**src/rtl/cdb_arb_if.sv**
```systemverilog
// Signal bundle between the functional units / branch unit and the CDB arbiter.
// Field widths come from PRF_IDX_W, ROB_IDX_W and BR_MASK_W (defaults below).
`ifndef PRF_IDX_W
`define PRF_IDX_W 6
`endif
`ifndef ROB_IDX_W
`define ROB_IDX_W 5
`endif
`ifndef BR_MASK_W
`define BR_MASK_W 4
`endif

interface cdb_arb_if #(
    parameter int unsigned N_FU = 4
);
    logic [N_FU-1:0]              fu_done_i;
    logic [N_FU*`PRF_IDX_W-1:0]   fu_tag_i;
    logic [N_FU*`ROB_IDX_W-1:0]   fu_rob_idx_i;
    logic [N_FU*`BR_MASK_W-1:0]   fu_br_mask_i;
    logic [N_FU-1:0]              fu_full_o;
    logic                         br_pred_correct_i;
    logic                         br_recovery_i;
    logic [`BR_MASK_W-1:0]        br_tag_fix_i;
    logic                         cdb_vld_o;
    logic [`PRF_IDX_W-1:0]        cdb_tag_o;
    logic [`ROB_IDX_W-1:0]        cdb_rob_idx_o;

    modport master (
        output fu_done_i, fu_tag_i, fu_rob_idx_i, fu_br_mask_i,
        output br_pred_correct_i, br_recovery_i, br_tag_fix_i,
        input  fu_full_o, cdb_vld_o, cdb_tag_o, cdb_rob_idx_o
    );

    modport slave (
        input  fu_done_i, fu_tag_i, fu_rob_idx_i, fu_br_mask_i,
        input  br_pred_correct_i, br_recovery_i, br_tag_fix_i,
        output fu_full_o, cdb_vld_o, cdb_tag_o, cdb_rob_idx_o
    );
endinterface

```
**src/rtl/cdb_arb.sv**
```systemverilog
// Common Data Bus arbiter: per-FU completion queues, round-robin pick, branch squash/clear.
// Optional CDB_ARB_DEBUG_EN adds per-queue count and broadcast counter outputs.
`ifndef PRF_IDX_W
`define PRF_IDX_W 6
`endif
`ifndef ROB_IDX_W
`define ROB_IDX_W 5
`endif
`ifndef BR_MASK_W
`define BR_MASK_W 4
`endif

module cdb_arb #(
    parameter int unsigned N_FU    = 4,
    parameter int unsigned Q_DEPTH = 2
) (
    input  logic       clk,
    input  logic       rst_n,
    cdb_arb_if.slave   bus
`ifdef CDB_ARB_DEBUG_EN
    ,
    output logic [N_FU*3-1:0] dbg_q_cnt_o,
    output logic [31:0]       dbg_bcast_cnt_o
`endif
);
    localparam int unsigned TW = `PRF_IDX_W;
    localparam int unsigned RW = `ROB_IDX_W;
    localparam int unsigned MW = `BR_MASK_W;
    localparam int unsigned CW = $clog2(Q_DEPTH + 1);
    localparam int unsigned PW = $clog2(N_FU);

    typedef struct packed {
        logic [TW-1:0] tag;
        logic [RW-1:0] rob;
        logic [MW-1:0] mask;
    } entry_t;

    entry_t        q     [N_FU][Q_DEPTH];
    entry_t        q_nxt [N_FU][Q_DEPTH];
    logic [CW-1:0] cnt     [N_FU];
    logic [CW-1:0] cnt_nxt [N_FU];
    logic [PW-1:0] rr_ptr, rr_nxt;
    logic [N_FU-1:0] cand, full;
    logic          win_vld;
    logic [PW-1:0] win_idx;
    logic          recov, clr_en;
    logic [MW-1:0] fix;

    function automatic logic is_kill(input logic rec, input logic [MW-1:0] m, input logic [MW-1:0] f);
        return rec && ((m & f) != '0);
    endfunction

    assign recov  = bus.br_recovery_i;
    assign fix    = bus.br_tag_fix_i;
    assign clr_en = bus.br_pred_correct_i && !bus.br_recovery_i;

    always_comb begin
        for (int unsigned i = 0; i < N_FU; i++) begin
            full[i] = (cnt[i] == CW'(Q_DEPTH));
            cand[i] = (cnt[i] != '0) && !is_kill(recov, q[i][0].mask, fix);
        end
    end

    always_comb begin
        int unsigned idx;
        idx     = 0;
        win_vld = 1'b0;
        win_idx = '0;
        for (int unsigned k = 0; k < N_FU; k++) begin
            idx = 32'(rr_ptr) + k;
            if (idx >= N_FU) idx = idx - N_FU;
            if (!win_vld && cand[idx]) begin
                win_vld = 1'b1;
                win_idx = PW'(idx);
            end
        end
        if (!win_vld)                      rr_nxt = rr_ptr;
        else if (32'(win_idx) == N_FU - 1) rr_nxt = '0;
        else                               rr_nxt = win_idx + PW'(1);
    end

    always_comb begin
        bus.fu_full_o     = full;
        bus.cdb_vld_o     = win_vld;
        bus.cdb_tag_o     = '0;
        bus.cdb_rob_idx_o = '0;
        if (win_vld) begin
            bus.cdb_tag_o     = q[win_idx][0].tag;
            bus.cdb_rob_idx_o = q[win_idx][0].rob;
        end
    end

    // Survivors (not killed, not the dequeued head) compact toward slot 0, then the accepted
    // incoming result lands right behind them; k never exceeds Q_DEPTH because full blocks enqueue.
    always_comb begin
        int unsigned k;
        entry_t      e;
        k     = 0;
        e     = '0;
        q_nxt = q;
        for (int unsigned i = 0; i < N_FU; i++) begin
            k = 0;
            for (int unsigned j = 0; j < Q_DEPTH; j++) begin
                e = q[i][j];
                if ((j < 32'(cnt[i])) && !is_kill(recov, e.mask, fix) &&
                    !((j == 0) && win_vld && (32'(win_idx) == i))) begin
                    if (clr_en) e.mask = e.mask & ~fix;
                    q_nxt[i][k] = e;
                    k = k + 1;
                end
            end
            e.tag  = bus.fu_tag_i[i*TW +: TW];
            e.rob  = bus.fu_rob_idx_i[i*RW +: RW];
            e.mask = bus.fu_br_mask_i[i*MW +: MW];
            if (bus.fu_done_i[i] && !full[i] && !is_kill(recov, e.mask, fix)) begin
                if (clr_en) e.mask = e.mask & ~fix;
                if (k < Q_DEPTH) q_nxt[i][k] = e;
                k = k + 1;
            end
            cnt_nxt[i] = CW'(k);
        end
    end

    always_ff @(posedge clk or negedge rst_n) begin
        if (!rst_n) begin
            rr_ptr <= '0;
            for (int unsigned i = 0; i < N_FU; i++) begin
                cnt[i] <= '0;
                for (int unsigned j = 0; j < Q_DEPTH; j++) q[i][j] <= '0;
            end
        end else begin
            rr_ptr <= rr_nxt;
            cnt    <= cnt_nxt;
            q      <= q_nxt;
        end
    end

`ifdef CDB_ARB_DEBUG_EN
    always_comb begin
        dbg_q_cnt_o = '0;
        for (int unsigned i = 0; i < N_FU; i++) dbg_q_cnt_o[i*3 +: 3] = 3'(cnt[i]);
    end

    always_ff @(posedge clk or negedge rst_n) begin
        if (!rst_n)       dbg_bcast_cnt_o <= '0;
        else if (win_vld) dbg_bcast_cnt_o <= dbg_bcast_cnt_o + 32'd1;
    end
`endif
endmodule

```
**src/flat_wrapper.sv**
```systemverilog
// flat-port wrapper written by rule: the top's interface ports become plain ports
module cdb_arb_flat 
#(
    parameter int unsigned N_FU    = 4,
    parameter int unsigned Q_DEPTH = 2
)
  (clk, rst_n, bus_fu_done_i, bus_fu_tag_i, bus_fu_rob_idx_i, bus_fu_br_mask_i, bus_br_pred_correct_i, bus_br_recovery_i, bus_br_tag_fix_i, bus_fu_full_o, bus_cdb_vld_o, bus_cdb_tag_o, bus_cdb_rob_idx_o);
  cdb_arb_if #(.N_FU(N_FU)) bus_i ();
  input  logic clk;
  input  logic rst_n;
  input wire logic [$bits(bus_i.fu_done_i)-1:0] bus_fu_done_i;
  input wire logic [$bits(bus_i.fu_tag_i)-1:0] bus_fu_tag_i;
  input wire logic [$bits(bus_i.fu_rob_idx_i)-1:0] bus_fu_rob_idx_i;
  input wire logic [$bits(bus_i.fu_br_mask_i)-1:0] bus_fu_br_mask_i;
  input wire logic [$bits(bus_i.br_pred_correct_i)-1:0] bus_br_pred_correct_i;
  input wire logic [$bits(bus_i.br_recovery_i)-1:0] bus_br_recovery_i;
  input wire logic [$bits(bus_i.br_tag_fix_i)-1:0] bus_br_tag_fix_i;
  output wire logic [$bits(bus_i.fu_full_o)-1:0] bus_fu_full_o;
  output wire logic [$bits(bus_i.cdb_vld_o)-1:0] bus_cdb_vld_o;
  output wire logic [$bits(bus_i.cdb_tag_o)-1:0] bus_cdb_tag_o;
  output wire logic [$bits(bus_i.cdb_rob_idx_o)-1:0] bus_cdb_rob_idx_o;
  assign bus_i.fu_done_i = bus_fu_done_i;
  assign bus_i.fu_tag_i = bus_fu_tag_i;
  assign bus_i.fu_rob_idx_i = bus_fu_rob_idx_i;
  assign bus_i.fu_br_mask_i = bus_fu_br_mask_i;
  assign bus_i.br_pred_correct_i = bus_br_pred_correct_i;
  assign bus_i.br_recovery_i = bus_br_recovery_i;
  assign bus_i.br_tag_fix_i = bus_br_tag_fix_i;
  assign bus_fu_full_o = bus_i.fu_full_o;
  assign bus_cdb_vld_o = bus_i.cdb_vld_o;
  assign bus_cdb_tag_o = bus_i.cdb_tag_o;
  assign bus_cdb_rob_idx_o = bus_i.cdb_rob_idx_o;
  cdb_arb #(.N_FU(N_FU), .Q_DEPTH(Q_DEPTH)) u_core (.clk(clk), .rst_n(rst_n), .bus(bus_i));
endmodule
```
**config.mk**
```make
export PLATFORM = sky130hd
export DESIGN_NAME = cdb_arb_flat
export DESIGN_NICKNAME = d
export VERILOG_FILES = /design/src/rtl/cdb_arb_if.sv /design/src/rtl/cdb_arb.sv /design/src/flat_wrapper.sv
export SDC_FILE = /design/constraint.sdc
export NUM_CORES = 1
export LEC_CHECK = 0
export CAP_MARGIN = 10
export CELL_PAD_IN_SITES_DETAIL_PLACEMENT = 1
export CELL_PAD_IN_SITES_GLOBAL_PLACEMENT = 2
export CORE_ASPECT_RATIO = 0.75
export CORE_MARGIN = 5
export CORE_UTILIZATION = 32
export CTS_BUF_LIST = sky130_fd_sc_hd__clkbuf_16
export CTS_CLUSTER_DIAMETER = 120
export DETAILED_ROUTE_END_ITERATION = 10
export PLACE_DENSITY_LB_ADDON = 0.08
export SYNTH_ARGS = -nofsm -noshare
export SYNTH_HDL_FRONTEND = slang
export SYNTH_SLANG_ARGS = --single-unit
```
**constraint.sdc**
```tcl
create_clock -name clk -period 3.2 [get_ports clk]
set_input_delay 0.32 -clock clk [delete_from_list [all_inputs] [get_ports clk]]
set_output_delay 0.32 -clock clk [all_outputs]
set_load 0.03 [all_outputs]
```
# [After elaboration in Yosys (flattened, before gate mapping)]
# Cells that the tools add are included.
[op_classes] magnitude_cmp=37 n_reduce_logical=93 n_bitwise=34 eq_ne=7 n_addsub=16 n_mux=98
[ops] operator="two-way mux 30 bit" n=14
[ops] operator=">= comparator 33 x 2 -> 1 bit (second input constant)" n=8
[ops] operator="less-than comparator 33 x 1 -> 1 bit (second input constant)" n=8
[ops] operator="bitwise mux 30 bit" n=8
[ops] operator="two-way mux 32 bit" n=5
[ops] operator="less-than comparator 32 x 3 -> 1 bit (second input constant)" n=4
[ops] operator="demux 15 bit (select 1 bit)" n=8
[ops] operator="two-way mux 15 bit" n=8
[ops] operator="NOT 1 -> 33 bit" n=3
[ops] operator="NOT 2 -> 33 bit" n=3
[ops] operator="AND 4 bit" n=24
[ops] operator=">= comparator 32 x 3 -> 1 bit (second input constant)" n=3
[ops] operator="two-way mux 4 bit" n=24
[ops] operator="subtractor 32 x 3 -> 32 bit (second input constant)" n=3
[ops] operator="NOT 32 -> 33 bit" n=2
[ops] operator="binary-select mux 30 bit (select 2 bit)" n=1
[ops] operator="logical AND 1 bit" n=52
[ops] operator="nonzero test 4 bit" n=12
[ops] operator="adder 32 x 1 -> 32 bit (second input constant)" n=1
[ops] operator="less-than comparator 32 x 2 -> 1 bit (second input constant)" n=1
[ops] operator="logical NOT 1 bit" n=24
[ops] operator="two-way mux 2 bit" n=12
[ops] operator="less-than comparator 1 x 2 -> 1 bit (first input constant)" n=8
[ops] operator="== test 2 bit (second input constant)" n=6
[ops] operator="other kinds (17)" n=43
[word_totals] out_inout_bits=16 elab_cells=314 in_bits=72 register_bits=130

# [Logic depth before layout (Yosys ltp)]
[logic_depth] depth_word=32 depth_mapped=18 mapped_depth_nobuf=15

# [Least setup slack after synthesis]
# OpenSTA, ideal clock, no wires.
[synth_path] path_kind="register to register" startpoint="register u_core.q[107] in the netlist's numbering" endpoint="register u_core.q[68] in the netlist's numbering" arrival_time_ns=3.131 period_less_slack_ns=3.256 stages_incl_launch_ff=17 n_path_buf=4 required_ns=3.075 slack_ns=-0.056 setup_time_ns=0.125 path_cell_list="dfrtp_1 -> a22oi_2 -> a21boi_2 -> or2_4 -> o21a_1 -> o22a_1 -> inv_2 -> buf_2 -> ha_1 -> or3_1 -> clkbuf_1 -> inv_1 -> ha_1 -> and3_1 -> buf_4 -> buf_6 -> mux2_2"
[synth_via] elab_chain_cells=32 word_cells_on_any_way=52 classes_between="1 x add/sub; 5 x order compare; 1 x eq/ne; 27 x mux; 3 x bitwise; 15 x reduce/logical"
[synth_rtl] item="from (decl)" line="cdb_arb.sv:38" rtl="entry_t q [N_FU][Q_DEPTH];"
[synth_rtl] item="from (signal assigned)" line="cdb_arb.sv:134" rtl="q <= q_nxt;"
[synth_rtl] item="AND 4 bit *" line="cdb_arb.sv:50" rtl="return rec && ((m & f) != '0);"
[synth_rtl] item="nonzero test 4 bit *" line="cdb_arb.sv:50"
[synth_rtl] item="logical AND 1 bit *" line="cdb_arb.sv:50"
[synth_rtl] item="logical NOT 1 bit *" line="cdb_arb.sv:60" rtl="cand[i] = (cnt[i] != '0) && !is_kill(recov, q[i][0].mask, fix);"
[synth_rtl] item="logical AND 1 bit *" line="cdb_arb.sv:60"
[synth_rtl] item="binary-select mux 1 bit (select 2 bit)" line="cdb_arb.sv:72" rtl="if (!win_vld && cand[idx]) begin"
[synth_rtl] item="two-way mux 1 bit (implied by the code)" line="cdb_arb.sv:72"
[synth_rtl] item="two-way mux 1 bit" line="cdb_arb.sv:72"
[synth_rtl] item="[... 16 more ...]"
[synth_rtl] item="NOT 2 -> 33 bit (implied by the code) / logical AND 1 bit (equally long branches)" line="cdb_arb.sv:117, cdb_arb.sv:108"
[synth_rtl] item=">= comparator 33 x 2 -> 1 bit (implied by the code), or another cell as far along" line="cdb_arb.sv:117" rtl="if (k < Q_DEPTH) q_nxt[i][k] = e;"
[synth_rtl] item="logical AND 1 bit (implied by the code) / demux 15 bit (select 1 bit) (equally long branches)" line="cdb_arb.sv:117, cdb_arb.sv:108"
[synth_rtl] item="two-way mux 15 bit (implied by the code) / bitwise mux 30 bit (equally long branches)" line="cdb_arb.sv:117, cdb_arb.sv:108"
[synth_rtl] item="demux 15 bit (select 1 bit) / two-way mux 30 bit (equally long branches)" line="cdb_arb.sv:117, cdb_arb.sv:105"
[synth_rtl] item="bitwise mux 30 bit" line="cdb_arb.sv:117"
[synth_rtl] item="two-way mux 30 bit" line="cdb_arb.sv:117"
[synth_rtl] item="two-way mux 30 bit *" line="cdb_arb.sv:115" rtl="if (bus.fu_done_i[i] && !full[i] && !is_kill(recov, e.mask, fix)) begin"
# Mark *: on every way between the ends. The rest lies on a longest branch, timed or not. The select of a mux whose other input is x is not followed.
# A chain may end at the register's enable or synchronous reset.

# [Worst setup path after layout]
[layout_path] startpoint="register u_core.q[77] in the netlist's numbering" endpoint="register u_core.q[41] in the netlist's numbering"
[layout_via] elab_chain_cells=32 word_cells_on_any_way=52 classes_between="1 x add/sub; 5 x order compare; 1 x eq/ne; 27 x mux; 3 x bitwise; 15 x reduce/logical"
[layout_rtl] item="AND 4 bit *" line="cdb_arb.sv:50"
[layout_rtl] item="nonzero test 4 bit *" line="cdb_arb.sv:50"
[layout_rtl] item="logical AND 1 bit *" line="cdb_arb.sv:50"
[layout_rtl] item="logical NOT 1 bit *" line="cdb_arb.sv:60"
[layout_rtl] item="logical AND 1 bit *" line="cdb_arb.sv:60"
[layout_rtl] item="binary-select mux 1 bit (select 2 bit)" line="cdb_arb.sv:72"
[layout_rtl] item="two-way mux 1 bit (implied by the code)" line="cdb_arb.sv:72"
[layout_rtl] item="two-way mux 1 bit" line="cdb_arb.sv:72"
[layout_rtl] item="[... 16 more ...]"
[layout_rtl] item="NOT 2 -> 33 bit (implied by the code) / logical AND 1 bit (equally long branches)" line="cdb_arb.sv:117, cdb_arb.sv:108"
[layout_rtl] item=">= comparator 33 x 2 -> 1 bit (implied by the code), or another cell as far along" line="cdb_arb.sv:117"
[layout_rtl] item="logical AND 1 bit (implied by the code) / demux 15 bit (select 1 bit) (equally long branches)" line="cdb_arb.sv:117, cdb_arb.sv:108"
[layout_rtl] item="two-way mux 15 bit (implied by the code) / bitwise mux 30 bit (equally long branches)" line="cdb_arb.sv:117, cdb_arb.sv:108"
[layout_rtl] item="demux 15 bit (select 1 bit) / two-way mux 30 bit (equally long branches)" line="cdb_arb.sv:117, cdb_arb.sv:105"
[layout_rtl] item="bitwise mux 30 bit" line="cdb_arb.sv:117"
[layout_rtl] item="two-way mux 30 bit" line="cdb_arb.sv:117"
[layout_rtl] item="two-way mux 30 bit *" line="cdb_arb.sv:115"
# Marked as above.

==> impl_metrics.tcl <==
set metrics [dict create \
    coreArea_um2 21100 \
    synth_edf_count 0 \
    std_cell_rows 46 \
    instances_no_fill 1146 \
    ff2ff_path_depth 14 \
    timing.fmax_ghz 0.320 \
    crit_required_ns 3.51 \
    worst-path-max-fanout 5 \
    drtPass1Iterations 4 \
    finalWeightedCongestion 0.814 \
    end_kind "flop" \
    grt_pass1_vias 6591 \
    seqPwrFrac_pct 23.2 \
    yosysTopAreaCell "dfrtp_1" \
    grt_use_total_pct 18.7 \
    die_w_um 179 \
    antenna_cells 0 \
    path_cells "a22oi_2 -> a21boi_2 -> buf_4 -> o22ai_4 -> o2111ai_4 -> nand2_4 -> inv_4 -> ha_1 -> nand3b_1 -> buf_6 -> ha_4 -> and3_4 -> clkbuf_16 -> mux2_2" \
    synth-main-ff-cell "dfrtp_1" \
    ios 88 \
    final.min_clock_period_ns 3.12 \
    status "finished with violations" \
    place_ws_ns -0.642 \
    slowest_stage "dfrtp_1" \
    worstSkewPairLatency_ns 0.42 \
    antenna_found_initial 0 \
    nets 933 \
    failed_checks "hold timing" \
    drc_errors 0 \
    p_total_mw 12.7 \
    avgViaCountPerCell 5.16 \
    drv_cap 0 \
    setup_viol 0 \
    start_kind "flop" \
    synth.avg_cell_area_um2 10.1 \
    yosys_warnings 0 \
    fin_hold_ws_ns -0.0170 \
    clkSlewWorstSetupHoldPaths_ns 0.07 \
    netlist_area_um2 6880 \
    post-route-util_pct 46.4 \
    rsz0062_at_grt "true" \
    overflow 0 \
    maxSlewViolCount 0 \
    power.switching_mw 5.27 \
    yosysSeqAreaShare_pct 47.3 \
    vias 5917 \
    clk_path_buf_depth 2 \
    ys_types 52 \
    synthArstFlopShare_pct 100 \
    p_int_mw 7.45 \
    fin_skew_ns 0.00944 \
    synth_top_cells_by_area "dfrtp_1, nand2_1, mux2i_1" \
    worstPathArrival_ns 3.43 \
    synth-seq-cells 130 \
    drt-initial-drc-count 245 \
    p_clk_share_pct 15.1 \
    syn2layout_area_growth_pct 42.4 \
    min_period_over_period_pct 97.6 \
    htree_num_levels 4 \
    pwr-share-comb_pct 61.7 \
    slew_headroom_pct 49.7 \
    switching_share_pct 41.4 \
    yosysTopAreaCellShare_pct 47.3 \
    worstMarginPinSlew_ns 0.755 \
    cts_tree "done" \
    cpPeakStageDelay_ns 0.40 \
    synth_nets 770 \
    nFillCells 2348 \
    dp_cells 1095 \
    grt_max_degree 131 \
    hold_viol 2 \
    path_class "reg -> reg" \
    dp_hpwl_um 15800 \
    die_height_um 137 \
    antenna_left 0 \
    start_util_pct 32.6 \
    finalWorstSetupSlack_ns 0.0777 \
    die_area_um2 24600 \
    cts_sinks 130 \
    p_leak_nw 4.40 \
    cts_buffers 17 \
    grt_pass1_wl_um 35800 \
    wl_um 22600 \
    avgRoutedWirePerCell_um 19.7 \
    worst_ir_drop_vdd_v 0.000843 \
    worstHoldPathType "in -> async" \
    cts_root_buf "clkbuf_16" \
    synthCells 682 \
    io_buffers 87 \
    p_per_area_nw_per_um2 1300 \
    drive_gt1_share_pct 28.8 \
]
==> routing by layer <==
metal | track usage, % | part of all wire [%]
met2 | 31.3 | 49
met5 | 0 | 0
met4 | 4.99 | 0.93
met1 | 24.8 | 47
met3 | 3.81 | 2.9
==> path summary, 6_finish.rpt <==
| path | start | to | slack, ns |
|---|---|---|---|
| worst max-delay path | u_core.q[77] | u_core.q[41] | 0.08 |
| worst min-delay path | rst_n | u_core.q[73] | -0.02 |
| worst max register to register | u_core.q[77] | u_core.q[41] | 0.08 |
| worst min register to register | u_core.q[9] | u_core.q[9] | 0.48 |
| max in group asynchronous | rst_n | u_core.q[52] | 2.63 |
| min in group clk | bus_fu_tag_i[19] | u_core.q[10] | 0.45 |
==> worst max-delay path, delay by kind of cell, from the launching register on <==
family                   cells  cell delay, ns
adder cells (fa/ha/maj)      2            0.45
buffers and inverters        4            0.53
AND/OR/NAND/NOR              3            0.57
flip-flops                   1            0.40
multiplexers                 1            0.32
AO/OA/AOI/OAI                4            0.72
==> sequential cells by signal, indices dropped and copies added, names as in the netlist <==
| signal | flops |
|---|---|
| u_core.rr_ptr | 2 |
| u_core.cnt | 8 |
| u_core.q | 120 |
==> timing repair <==
| item | in CTS | in global routing |
|---|---|---|
| buffers inserted | 3 | 13 |
| resized for setup | 19 | 71 |
| hold buffers | 0 | 0 |
| endpoints found under the setup margin | 41 | 130 |
| cloned | 1 | 2 |
| pin swaps | 8 | 23 |
==> placed cells by master, fill, tap and decap left out, types with 6 or more instances in the layout <==
cell type        Yosys  layout
dfrtp_1            130     130
ha_1                16      14
a21o_1               7       7
buf_12               0      18
nor2_1              13      10
clkdlybuf4s50_1      0      69
a211oi_1            11       6
inv_1               18      15
mux2i_1             46      46
nand3_1             20      20
a32oi_1              7       7
buf_4                6      81
buf_6                6      10
and3_1              18      13
clkbuf_16            0      19
a22oi_1             29      17
mux2_2              32      30
o21ai_0             75      75
a22oi_2              2      14
nand2_1            128     125
a211oi_2             3       7
==> cell families (layout without fill, tap and decap cells) <==
| kind of cell | count (synthesis) | in the layout | share of synthesized area (%) |
|---|---|---|---|
| AOI/OAI and AO/OA | 189 | 189 | 19.0 |
| muxes | 80 | 80 | 12.3 |
| DFF | 130 | 130 | 47.3 |
| adders and majority gates | 16 | 16 | 2.91 |
| buffers and inverters | 62 | 238 | 4.77 |
| xor gates and xnor gates | 4 | 4 | 0.509 |
| and+or+nand+nor | 201 | 201 | 13.3 |
==> cells in the mapped netlist (3+ instances only) <==
cell type / number
buf_4: 6
a22oi_1: 29
a32oi_1: 7
mux2i_1: 46
o311ai_0: 4
a21o_1: 7
o21ai_0: 75
nand2_1: 128
a211oi_2: 3
mux2_2: 32
xor2_1: 4
dfrtp_1: 130
o21ai_1: 6
buf_6: 6
a21oi_1: 3
ha_1: 16
and2_1: 4
nor2b_1: 5
nand3_1: 20
a311oi_1: 11
o211ai_1: 5
clkbuf_1: 8
buf_2: 20
and3_1: 18
a211oi_1: 11
nor2_1: 13
a21boi_2: 4
o22ai_1: 8
inv_1: 18
==> stage by stage <==
stage / hold WS [ns] / cell area (µm²) / TNS [ns]
after floorplan: 0.0244 / 6880 / -0.0137
after global placement: 0.456 / 8600 / -29.77
after detailed placement: 0.463 / 8600 / -46.77
after CTS: 0.0396 / 9310 / -0.0605
after global routing: 0.0606 / 9790 / -0.516
final: -0.0170 / 9790 / 0
==> power groups by stage <==
| stage | sequential (mW) | clock [mW] | combinational [mW] |
|---|---|---|---|
| finish | 2.95 | 1.92 | 7.84 |
| global route | 3.04 | 2.03 | 8.51 |
| CTS | 2.94 | 1.96 | 7.08 |
| detailed placement | 2.95 | 0 | 6.69 |
| global placement | 2.92 | 0 | 6.50 |
| floorplan | 2.76 | 0 | 3.91 |
==> final cells by class <==
| type | instances | area [µm²] | share of cell area (%) |
|---|---|---|---|
| clock buffers | 17 | 425 | 4.34 |
| inverters | 20 | 77.6 | 0.792 |
| clock inverters | 15 | 148 | 1.51 |
| multi-input cells | 490 | 3610 | 36.9 |
| repair buffers | 186 | 1920 | 19.6 |
| flip-flops and latches | 130 | 3250 | 33.2 |
| well taps | 288 | 360 | 3.68 |
No activity file was read; power rests on OpenSTA's default activity.
